$ cat src/rtl/shift_unit_pkg.sv
// Shared definitions for the iterative shift unit.
//   - Mode encodings driven on mode_i.
//   - FSM state type used by shift_unit_iter.
package shift_unit_pkg;

  localparam logic [1:0] SH_SLL = 2'b00;
  localparam logic [1:0] SH_SRL = 2'b01;
  localparam logic [1:0] SH_SRA = 2'b10;
  localparam logic [1:0] SH_ROL = 2'b11;

  typedef enum logic [1:0] {
    IDLE  = 2'b00,
    SHIFT = 2'b01,
    DONE  = 2'b10
  } state_t;

endpackage

$ cat src/rtl/shift_step.sv
// Combinational single-step shifter used by shift_unit_iter.
// Ports:
//   data   - operand to shift (WIDTH bits)
//   mode   - SH_SLL / SH_SRL / SH_SRA / SH_ROL
//   amt    - shift amount for this step, 0..WIDTH ($clog2(WIDTH)+1 bits)
//   result - shifted operand
module shift_step
  import shift_unit_pkg::*;
#(
  parameter int WIDTH = 64,
  localparam int AMT_W = $clog2(WIDTH) + 1
) (
  input  logic [WIDTH-1:0] data,
  input  logic [1:0]       mode,
  input  logic [AMT_W-1:0] amt,
  output logic [WIDTH-1:0] result
);

  localparam logic [AMT_W-1:0] FULL = AMT_W'(WIDTH);

  always_comb begin
    result = data;
    case (mode)
      SH_SLL: result = data << amt;
      SH_SRL: result = data >> amt;
      // An arithmetic right shift never changes the MSB, so filling from the
      // current MSB on every step replicates the original operand's MSB.
      SH_SRA: result = $signed(data) >>> amt;
      // amt=0 makes the right shift go by WIDTH, which yields zero.
      SH_ROL: result = (data << amt) | (data >> (FULL - amt));
      default: result = data;
    endcase
  end

endmodule

$ cat src/rtl/shift_unit_iter.sv
// Multi-cycle shifter: SLL / SRL / SRA / ROL of a WIDTH-bit operand by a
// run-time amount, up to STEP bits per cycle, valid/ready on both sides.
// Ports:
//   clk_i, rst_i      - clock, synchronous active-high reset
//   valid_i, ready_o  - operand handshake (mode_i, shamt_i, data_i)
//   valid_o, ready_i  - result handshake (data_o, registered)
//
// state | meaning
// ------+-----------------------------------------------------------
// IDLE  | waiting for an operand, ready_o high
// SHIFT | shifting working register by min(STEP, remaining) per cycle
// DONE  | result presented on data_o, waiting for ready_i
module shift_unit_iter
  import shift_unit_pkg::*;
#(
  parameter int WIDTH = 64,
  parameter int STEP  = 1,
  localparam int SHAMT_W = $clog2(WIDTH)
) (
  input  logic               clk_i,
  input  logic               rst_i,
  input  logic               valid_i,
  output logic               ready_o,
  input  logic [1:0]         mode_i,
  input  logic [SHAMT_W-1:0] shamt_i,
  input  logic [WIDTH-1:0]   data_i,
  output logic               valid_o,
  input  logic               ready_i,
  output logic [WIDTH-1:0]   data_o
);

  // One extra bit so that STEP=WIDTH is representable.
  localparam int AMT_W = SHAMT_W + 1;
  localparam logic [AMT_W-1:0] STEP_A = AMT_W'(STEP);

  state_t             state, state_next;
  logic [WIDTH-1:0]   work, work_next, step_out;
  logic [1:0]         mode_q;
  logic [SHAMT_W-1:0] remaining, remaining_next;
  logic [AMT_W-1:0]   rem_a, step_amt;
  logic               accept;

  assign ready_o  = (state == IDLE) && !rst_i;
  assign valid_o  = (state == DONE);
  assign accept   = valid_i && ready_o;
  assign rem_a    = {1'b0, remaining};
  assign step_amt = (rem_a > STEP_A) ? STEP_A : rem_a;

  shift_step #(.WIDTH(WIDTH)) u_step (
    .data   (work),
    .mode   (mode_q),
    .amt    (step_amt),
    .result (step_out)
  );

  always_ff @(posedge clk_i) begin
    if (rst_i) state <= IDLE;
    else       state <= state_next;
  end

  always_comb begin
    state_next     = state;
    work_next      = work;
    remaining_next = remaining;
    case (state)
      IDLE: begin
        if (accept) begin
          work_next      = data_i;
          remaining_next = shamt_i;
          state_next     = (shamt_i == '0) ? DONE : SHIFT;
        end
      end
      SHIFT: begin
        work_next = step_out;
        // step_amt never exceeds remaining, so its MSB is zero here.
        remaining_next = remaining - step_amt[SHAMT_W-1:0];
        if (remaining_next == '0) state_next = DONE;
      end
      DONE: begin
        if (ready_i) state_next = IDLE;
      end
      default: state_next = IDLE;
    endcase
  end

  always_ff @(posedge clk_i) begin
    if (rst_i) begin
      work      <= '0;
      mode_q    <= SH_SLL;
      remaining <= '0;
      data_o    <= '0;
    end else begin
      work      <= work_next;
      remaining <= remaining_next;
      if (accept) mode_q <= mode_i;
      // data_o only moves on entry to DONE; it keeps the last result in IDLE.
      if (state_next == DONE && state != DONE) data_o <= work_next;
    end
  end

endmodule

$ cat config.mk
export PLATFORM = sky130hd
export DESIGN_NAME = shift_unit_iter
export DESIGN_NICKNAME = d
export VERILOG_FILES = /design/src/rtl/shift_unit_pkg.sv /design/src/rtl/shift_step.sv /design/src/rtl/shift_unit_iter.sv
export SDC_FILE = /design/constraint.sdc
export NUM_CORES = 1
export LEC_CHECK = 0
export CAP_MARGIN = 40
export CORE_UTILIZATION = 50
export DETAILED_ROUTE_END_ITERATION = 7
export GPL_TIMING_DRIVEN = 0
export PLACE_DENSITY = 0.81
export SETUP_SLACK_MARGIN = 0.02
export SLEW_MARGIN = 20
export SYNTH_ARGS = -nofsm -noshare
export SYNTH_HDL_FRONTEND = slang
export SYNTH_SLANG_ARGS = --single-unit
$ cat constraint.sdc
create_clock -name clk_i -period 5.1 [get_ports clk_i]
set_input_delay 1.53 -clock clk_i [delete_from_list [all_inputs] [get_ports clk_i]]
set_output_delay 1.53 -clock clk_i [all_outputs]
set_load 0.02 [all_outputs]
==> impl_metrics.tcl, run 1 <==
set metrics [dict create \
    finalSetupTns_ps 0 \
    start_util 0.519 \
    dieArea_um2 15800 \
    async_reset_ff_frac 0 \
    cts_resized 0 \
    detail_route.wirelength_um 30500 \
    initialDrtViolationCount 1334 \
    clk-insertion-delay-late_ps 440 \
    synth-edff-count 0 \
    overflow 0 \
    finalSetupViolCount 0 \
    max-cap-violations 0 \
    power.density_nw_per_um2 443 \
    drc_errors 0 \
    detail_route.first_pass.iterations 6 \
    hold_path.class "flop to flop" \
    count_of_clock_tree_sinks 138 \
    cp-start-kind "primary input" \
    cp_data_required_time_ps 3570 \
    share_of_layout_cells_above_drive_strength_1 0.0966 \
    postSynth.topFlopCell "dfxtp_1" \
    total_leakage_power_nw 3.61 \
    clk_transition_reported_paths_ps 60 \
    synth_sequential_area_ratio 0.361 \
    setup_repair_after_global_routing_missed_its_margin "false" \
    design.core.area_um2 14800 \
    grt_pass1_vias 8094 \
    antenna_cells_inserted 0 \
    synth.lib_cells_used.distinct 60 \
    number_of_vias_per_cell 6.46 \
    library_cell_used_as_clock_root_buffer "clkbuf_16" \
    netlist_instances 944 \
    die_width_um 126 \
    worst-slew-pin-transition_ps 884 \
    place_congestion 0.996 \
    capturing_element_type_of_the_critical_path "primary output" \
    tritoncts "yes" \
    crit_family "buffers and inverters" \
    stdcell_count 1302 \
    path_cells "buf_2 -> clkbuf_1 -> nor3_1 -> clkdlybuf4s50_1" \
    critical-path-slowest-cell "clkdlybuf4s50_1" \
    syn-num-nets 1022 \
    fin_worst_skew_ps 9.73 \
    post_synth.cell_area_avg_um2 8.12 \
    critPathBufInv 3 \
    grt_first_pass_wirelength_um 46700 \
    largest_driver_fanout_on_the_critical_path 17 \
    numCtsBuffers 17 \
    ant_nets 0 \
    htreeDepth 4 \
    worst_slew_margin_rel 0.411 \
    maxClockFrequency_ghz 0.220 \
    path_class "primary input to primary output" \
    grt_start_max_net_pins 17 \
    dp_cells 1270 \
    via_count 8412 \
    run_status "complete, no violations" \
    port-buffer-count 140 \
    die-height_um 126 \
    flow.area_growth_from_synthesis_pct 28.9 \
    maximum_ir_drop_on_the_vdd_rail_mv 0.272 \
    hold_violations 0 \
    wire_per_inst_um 23.4 \
    detailed_place_hpwl_um 22300 \
    r2r_setup_slack_ps 1190 \
    synth.cell_area_um2 7660 \
    floorplan.rows 44 \
    cpPeakStageDelay_ps 560 \
    grt_usage 0.391 \
    drv_slew 0 \
    ctsLongestPathBuffers 2 \
    ys_ff_latch 138 \
    cts_setup_buffers 0 \
    final_period_minus_worst_setup_slack_ps 4540 \
    grt_antenna_before_repair 0 \
    nets 1183 \
    final_core_utilization 0.669 \
    holdBufCountCts 0 \
    boundaryPins 142 \
    critical_path_arrival_ps 3010 \
    yosysWarnings 0 \
    post-route-period-util 0.891 \
]
==> path summary, 6_finish.rpt <==
check,from,to,cells past startpoint
max,rst_i,ready_o,4
min,data_o[50],data_o[50],2
min reg2reg,data_o[50],data_o[50],2
max reg2reg,remaining[3],data_o[8],13
==> power breakdown <==
group / internal (mW) / switching [mW] / total (mW)
Sequential: 1.23 / 0.184 / 1.41
Combinational: 0.692 / 1.08 / 1.78
Clock: 0.688 / 0.502 / 1.19
Total: 2.61 / 1.77 / 4.38
==> logic make-up after synthesis <==
group,share of synthesized area
AOI/OAI and AO/OA,0.276
xor gates and xnor gates,0.00229
adders and majority gates,0.00327
and+or+nand+nor,0.173
DFF,0.361
other,0.000489
buffers and inverters,0.0632
muxes,0.121
==> cell usage after synthesis, drive strengths merged, types with 3 or more instances <==
cell | n | share of area
o21bai | 3 | 0.0029
a311oi | 3 | 0.0034
mux2i | 68 | 0.089
nor4 | 3 | 0.0044
nor2 | 176 | 0.087
o211ai | 3 | 0.0029
inv | 8 | 0.0042
a2bb2oi | 5 | 0.0057
nand3b | 5 | 0.0049
o21ai | 63 | 0.041
o32ai | 3 | 0.0034
clkbuf | 43 | 0.021
dfxtp | 138 | 0.36
a31oi | 17 | 0.014
o31ai | 5 | 0.0049
a211oi | 69 | 0.070
or3 | 3 | 0.0025
a221oi | 16 | 0.019
a21oi | 45 | 0.029
and3 | 5 | 0.0041
a222oi | 22 | 0.029
o221ai | 5 | 0.0057
mux2 | 20 | 0.029
nand3 | 5 | 0.0049
nor3 | 30 | 0.020
o22ai | 20 | 0.017
a22oi | 18 | 0.018
nand2 | 59 | 0.029
nor2b | 10 | 0.0082
buf | 50 | 0.038
nand2b | 6 | 0.0049
==> tightest hold or removal path, stage by stage (launching register included) <==
cell	delay (ps)
dfxtp_1	310
nand2_1	50
a21oi_1	50
==> cell type report <==
class / count / area, um2
plain buffers: 92 / 448
clock buffers: 20 / 447
clock inverters: 12 / 118
fillers: 1272 / 4880
inverters: 8 / 32.5
multi-input cells: 705 / 4410
flip-flops and latches: 138 / 2760
well taps: 184 / 230
repair buffers: 143 / 1420
==> cells in the final DEF, fill, tap and decap left out, types with 9 or more instances in the layout <==
cell type / netlist / final
nand2_1: 58 / 58
clkbuf_16: 0 / 17
o21ai_0: 58 / 58
buf_4: 7 / 9
a211oi_1: 66 / 66
clkbuf_1: 42 / 43
nor2b_1: 10 / 10
clkdlybuf4s50_1: 0 / 140
a21oi_1: 45 / 45
nor3_1: 29 / 29
buf_2: 30 / 30
dfxtp_1: 138 / 138
mux2i_1: 68 / 68
a222oi_1: 22 / 22
mux2_2: 20 / 20
nor2_1: 175 / 175
a221oi_1: 15 / 15
a22oi_1: 18 / 18
a31oi_1: 17 / 17
o22ai_1: 19 / 19
==> metrics by stage <==
step	worst slack (ps)	cell area (um2)	hold slack, ps	power [mW]
6_report	556	9870	452	4.38
5_1_grt	399	9870	484	4.55
4_1_cts	67.5	9870	455	4.32
3_5_place_dp	72.5	9310	447	3.14
3_3_place_gp	51.9	9290	442	3.13
2_1_floorplan	1050	7660	493	2.50
==> per-layer routing <==
| metal | global-route usage | vias to the layer above | wire, um |
|---|---|---|---|
| met5 | 0 | - | 0 |
| met4 | 0.218 | 0 | 1740 |
| met3 | 0.0952 | 139 | 3410 |
| met2 | 0.604 | 600 | 13300 |
| met1 | 0.503 | 3849 | 12100 |
| li1 | - | 3824 | - |
==> registers in the layout (all words and copies together), names as in the netlist <==
name       count
state          2
remaining      6
work          64
mode_q         2
data_o        64
Note: power is estimated with default switching activity, not from simulation.
==> run 2: changes to the inputs <==
CAP_MARGIN = not set   (was 40)
==> run 2 against run 1 <==
  * Setup slack worse by 5.2 ps
  * First-iteration DRC count is 19% lower
  * Via count is 1.3% higher
  * Final area hardly changed
  * Highest routed layer unchanged
  * Critical path depth stayed put
==> impl_metrics.tcl, run 2 (same netlist as run 1, synthesis figures left out) <==
set metrics [dict create \
    run_status "complete, no violations" \
    max-cap-violations 0 \
    drc_errors 0 \
    detailed_place_hpwl_um 22200 \
    dieArea_um2 15800 \
    wire_per_inst_um 23.6 \
    start_util 0.519 \
    library_cell_used_as_clock_root_buffer "clkbuf_16" \
    cpPeakStageDelay_ps 560 \
    total_leakage_power_nw 3.60 \
    ctsLongestPathBuffers 2 \
    htreeDepth 4 \
    r2r_setup_slack_ps 1160 \
    power.density_nw_per_um2 450 \
    largest_driver_fanout_on_the_critical_path 17 \
    number_of_vias_per_cell 6.56 \
    place_area_um2 9290 \
    fin_worst_skew_ps 8.69 \
    grt_first_pass_wirelength_um 46500 \
    regToRegEndpoint "data_o[8]" \
    boundaryPins 142 \
    path_class "primary input to primary output" \
    die-height_um 126 \
    grt_pass1_vias 8052 \
    detail_route.first_pass.iterations 8 \
    worst-slew-pin-transition_ps 1040 \
    capturing_element_type_of_the_critical_path "primary output" \
    overflow 0 \
    final_core_utilization 0.670 \
    share_of_layout_cells_above_drive_strength_1 0.0942 \
    holdPathEnd "data_o[50]" \
    port-buffer-count 140 \
    ant_nets 0 \
    largestRegisters "data_o x64, work x64, remaining x6" \
    stdcell_count 1299 \
    finalSetupViolCount 0 \
    grt_start_max_net_pins 17 \
    die_width_um 126 \
    count_of_clock_tree_sinks 138 \
    place_congestion 0.996 \
    startpoint "rst_i" \
    flow.area_growth_from_synthesis_pct 28.9 \
    hold_violations 0 \
    tritoncts "yes" \
    antenna_cells_inserted 0 \
    cts_setup_buffers 0 \
    dp_cells 1268 \
    grt_antenna_before_repair 0 \
    worst_slew_margin_rel 0.304 \
    floorplan.rows 44 \
    grt_usage 0.389 \
    cp_data_required_time_ps 3570 \
    holdBufCountCts 0 \
    initialDrtViolationCount 1076 \
    mostFrequentLayoutCell "nor2_1" \
    hold_path.class "flop to flop" \
    path_cells "buf_2 -> clkbuf_1 -> nor3_1 -> clkdlybuf4s50_1" \
    cp-start-kind "primary input" \
    setup_repair_after_global_routing_missed_its_margin "false" \
    min_delay_path_depth 2 \
    drv_slew 0 \
    critical-path-slowest-cell "clkdlybuf4s50_1" \
    via_count 8518 \
    design.core.area_um2 14800 \
    critical_path_arrival_ps 3020 \
    finalSetupTns_ps 0 \
    post-route-period-util 0.892 \
    final_area_um2 9880 \
    maximum_ir_drop_on_the_vdd_rail_mv 0.280 \
    cts_resized 0 \
    nets 1180 \
    crit-reg2reg-launch "remaining[0]" \
    commonest_cells_after_routing_fill_and_taps_aside "175 x nor2_1, 140 x clkdlybuf4s50_1, 138 x dfxtp_1" \
    final_period_minus_worst_setup_slack_ps 4550 \
    maxClockFrequency_ghz 0.220 \
    layout.filler_cells 1245 \
    numCtsBuffers 17 \
    detail_route.wirelength_um 30700 \
    reg2reg_depth 13 \
    hp-start "data_o[50]" \
    clk-insertion-delay-late_ps 440 \
    clk_transition_reported_paths_ps 60 \
]
[run 2: cell types whose count changed in the layout (fill, tap and decap cells not counted)]
cell / change
clkinv_4: +1
inv_6: -1
clkinv_2: -1
bufinv_16: +1
clkbuf_2: -1
buf_4: -2
[run 2: per-stage QoR]
stage	hold slack [ps]	power [mW]	setup slack (ps)
2_1_floorplan	493	2.50	1050
3_3_place_gp	442	3.13	51.9
3_5_place_dp	445	3.14	45.8
4_1_cts	454	4.38	42.3
5_1_grt	497	4.61	418
6_report	451	4.44	551
[run 2: layout make-up]
cell class	count	area (um2)	share of cell area
Buffer	92	448	0.0453
Clock buffer	20	447	0.0452
Clock inverter	12	143	0.0144
Inverter	8	32.5	0.00329
Multi-Input combinational cell	705	4410	0.447
Sequential cell	138	2760	0.280
Tap cell	184	230	0.0233
Timing Repair Buffer	140	1400	0.142
[run 2: how the worst max path moves through the flow]
stage / depth (start not counted) / slack, ps / end
4_1_cts: 5 / 40 / ready_o
2_1_floorplan: 4 / 1050 / ready_o
5_1_grt: 4 / 420 / ready_o
3_3_place_gp: 5 / 50 / ready_o
6_report: 4 / 550 / ready_o
3_5_place_dp: 5 / 50 / ready_o
[run 2: layer usage]
layer,global-route usage,part of all wire,up-vias
met1,0.509,0.42,3999
li1,-,-,3815
met5,0,0,-
met3,0.0901,0.10,112
met2,0.592,0.44,592
met4,0.221,0.046,0
[run 2: power by group]
part	switching (mW)	internal, mW	total (mW)
Sequential	0.187	1.23	1.42
Combinational	1.09	0.687	1.78
Clock	0.512	0.737	1.25
[run 2: critical path, delay by kind of cell]
kind                   cells  cell delay [ps]
AND/OR/NAND/NOR            1              100
buffers and inverters      3             1380
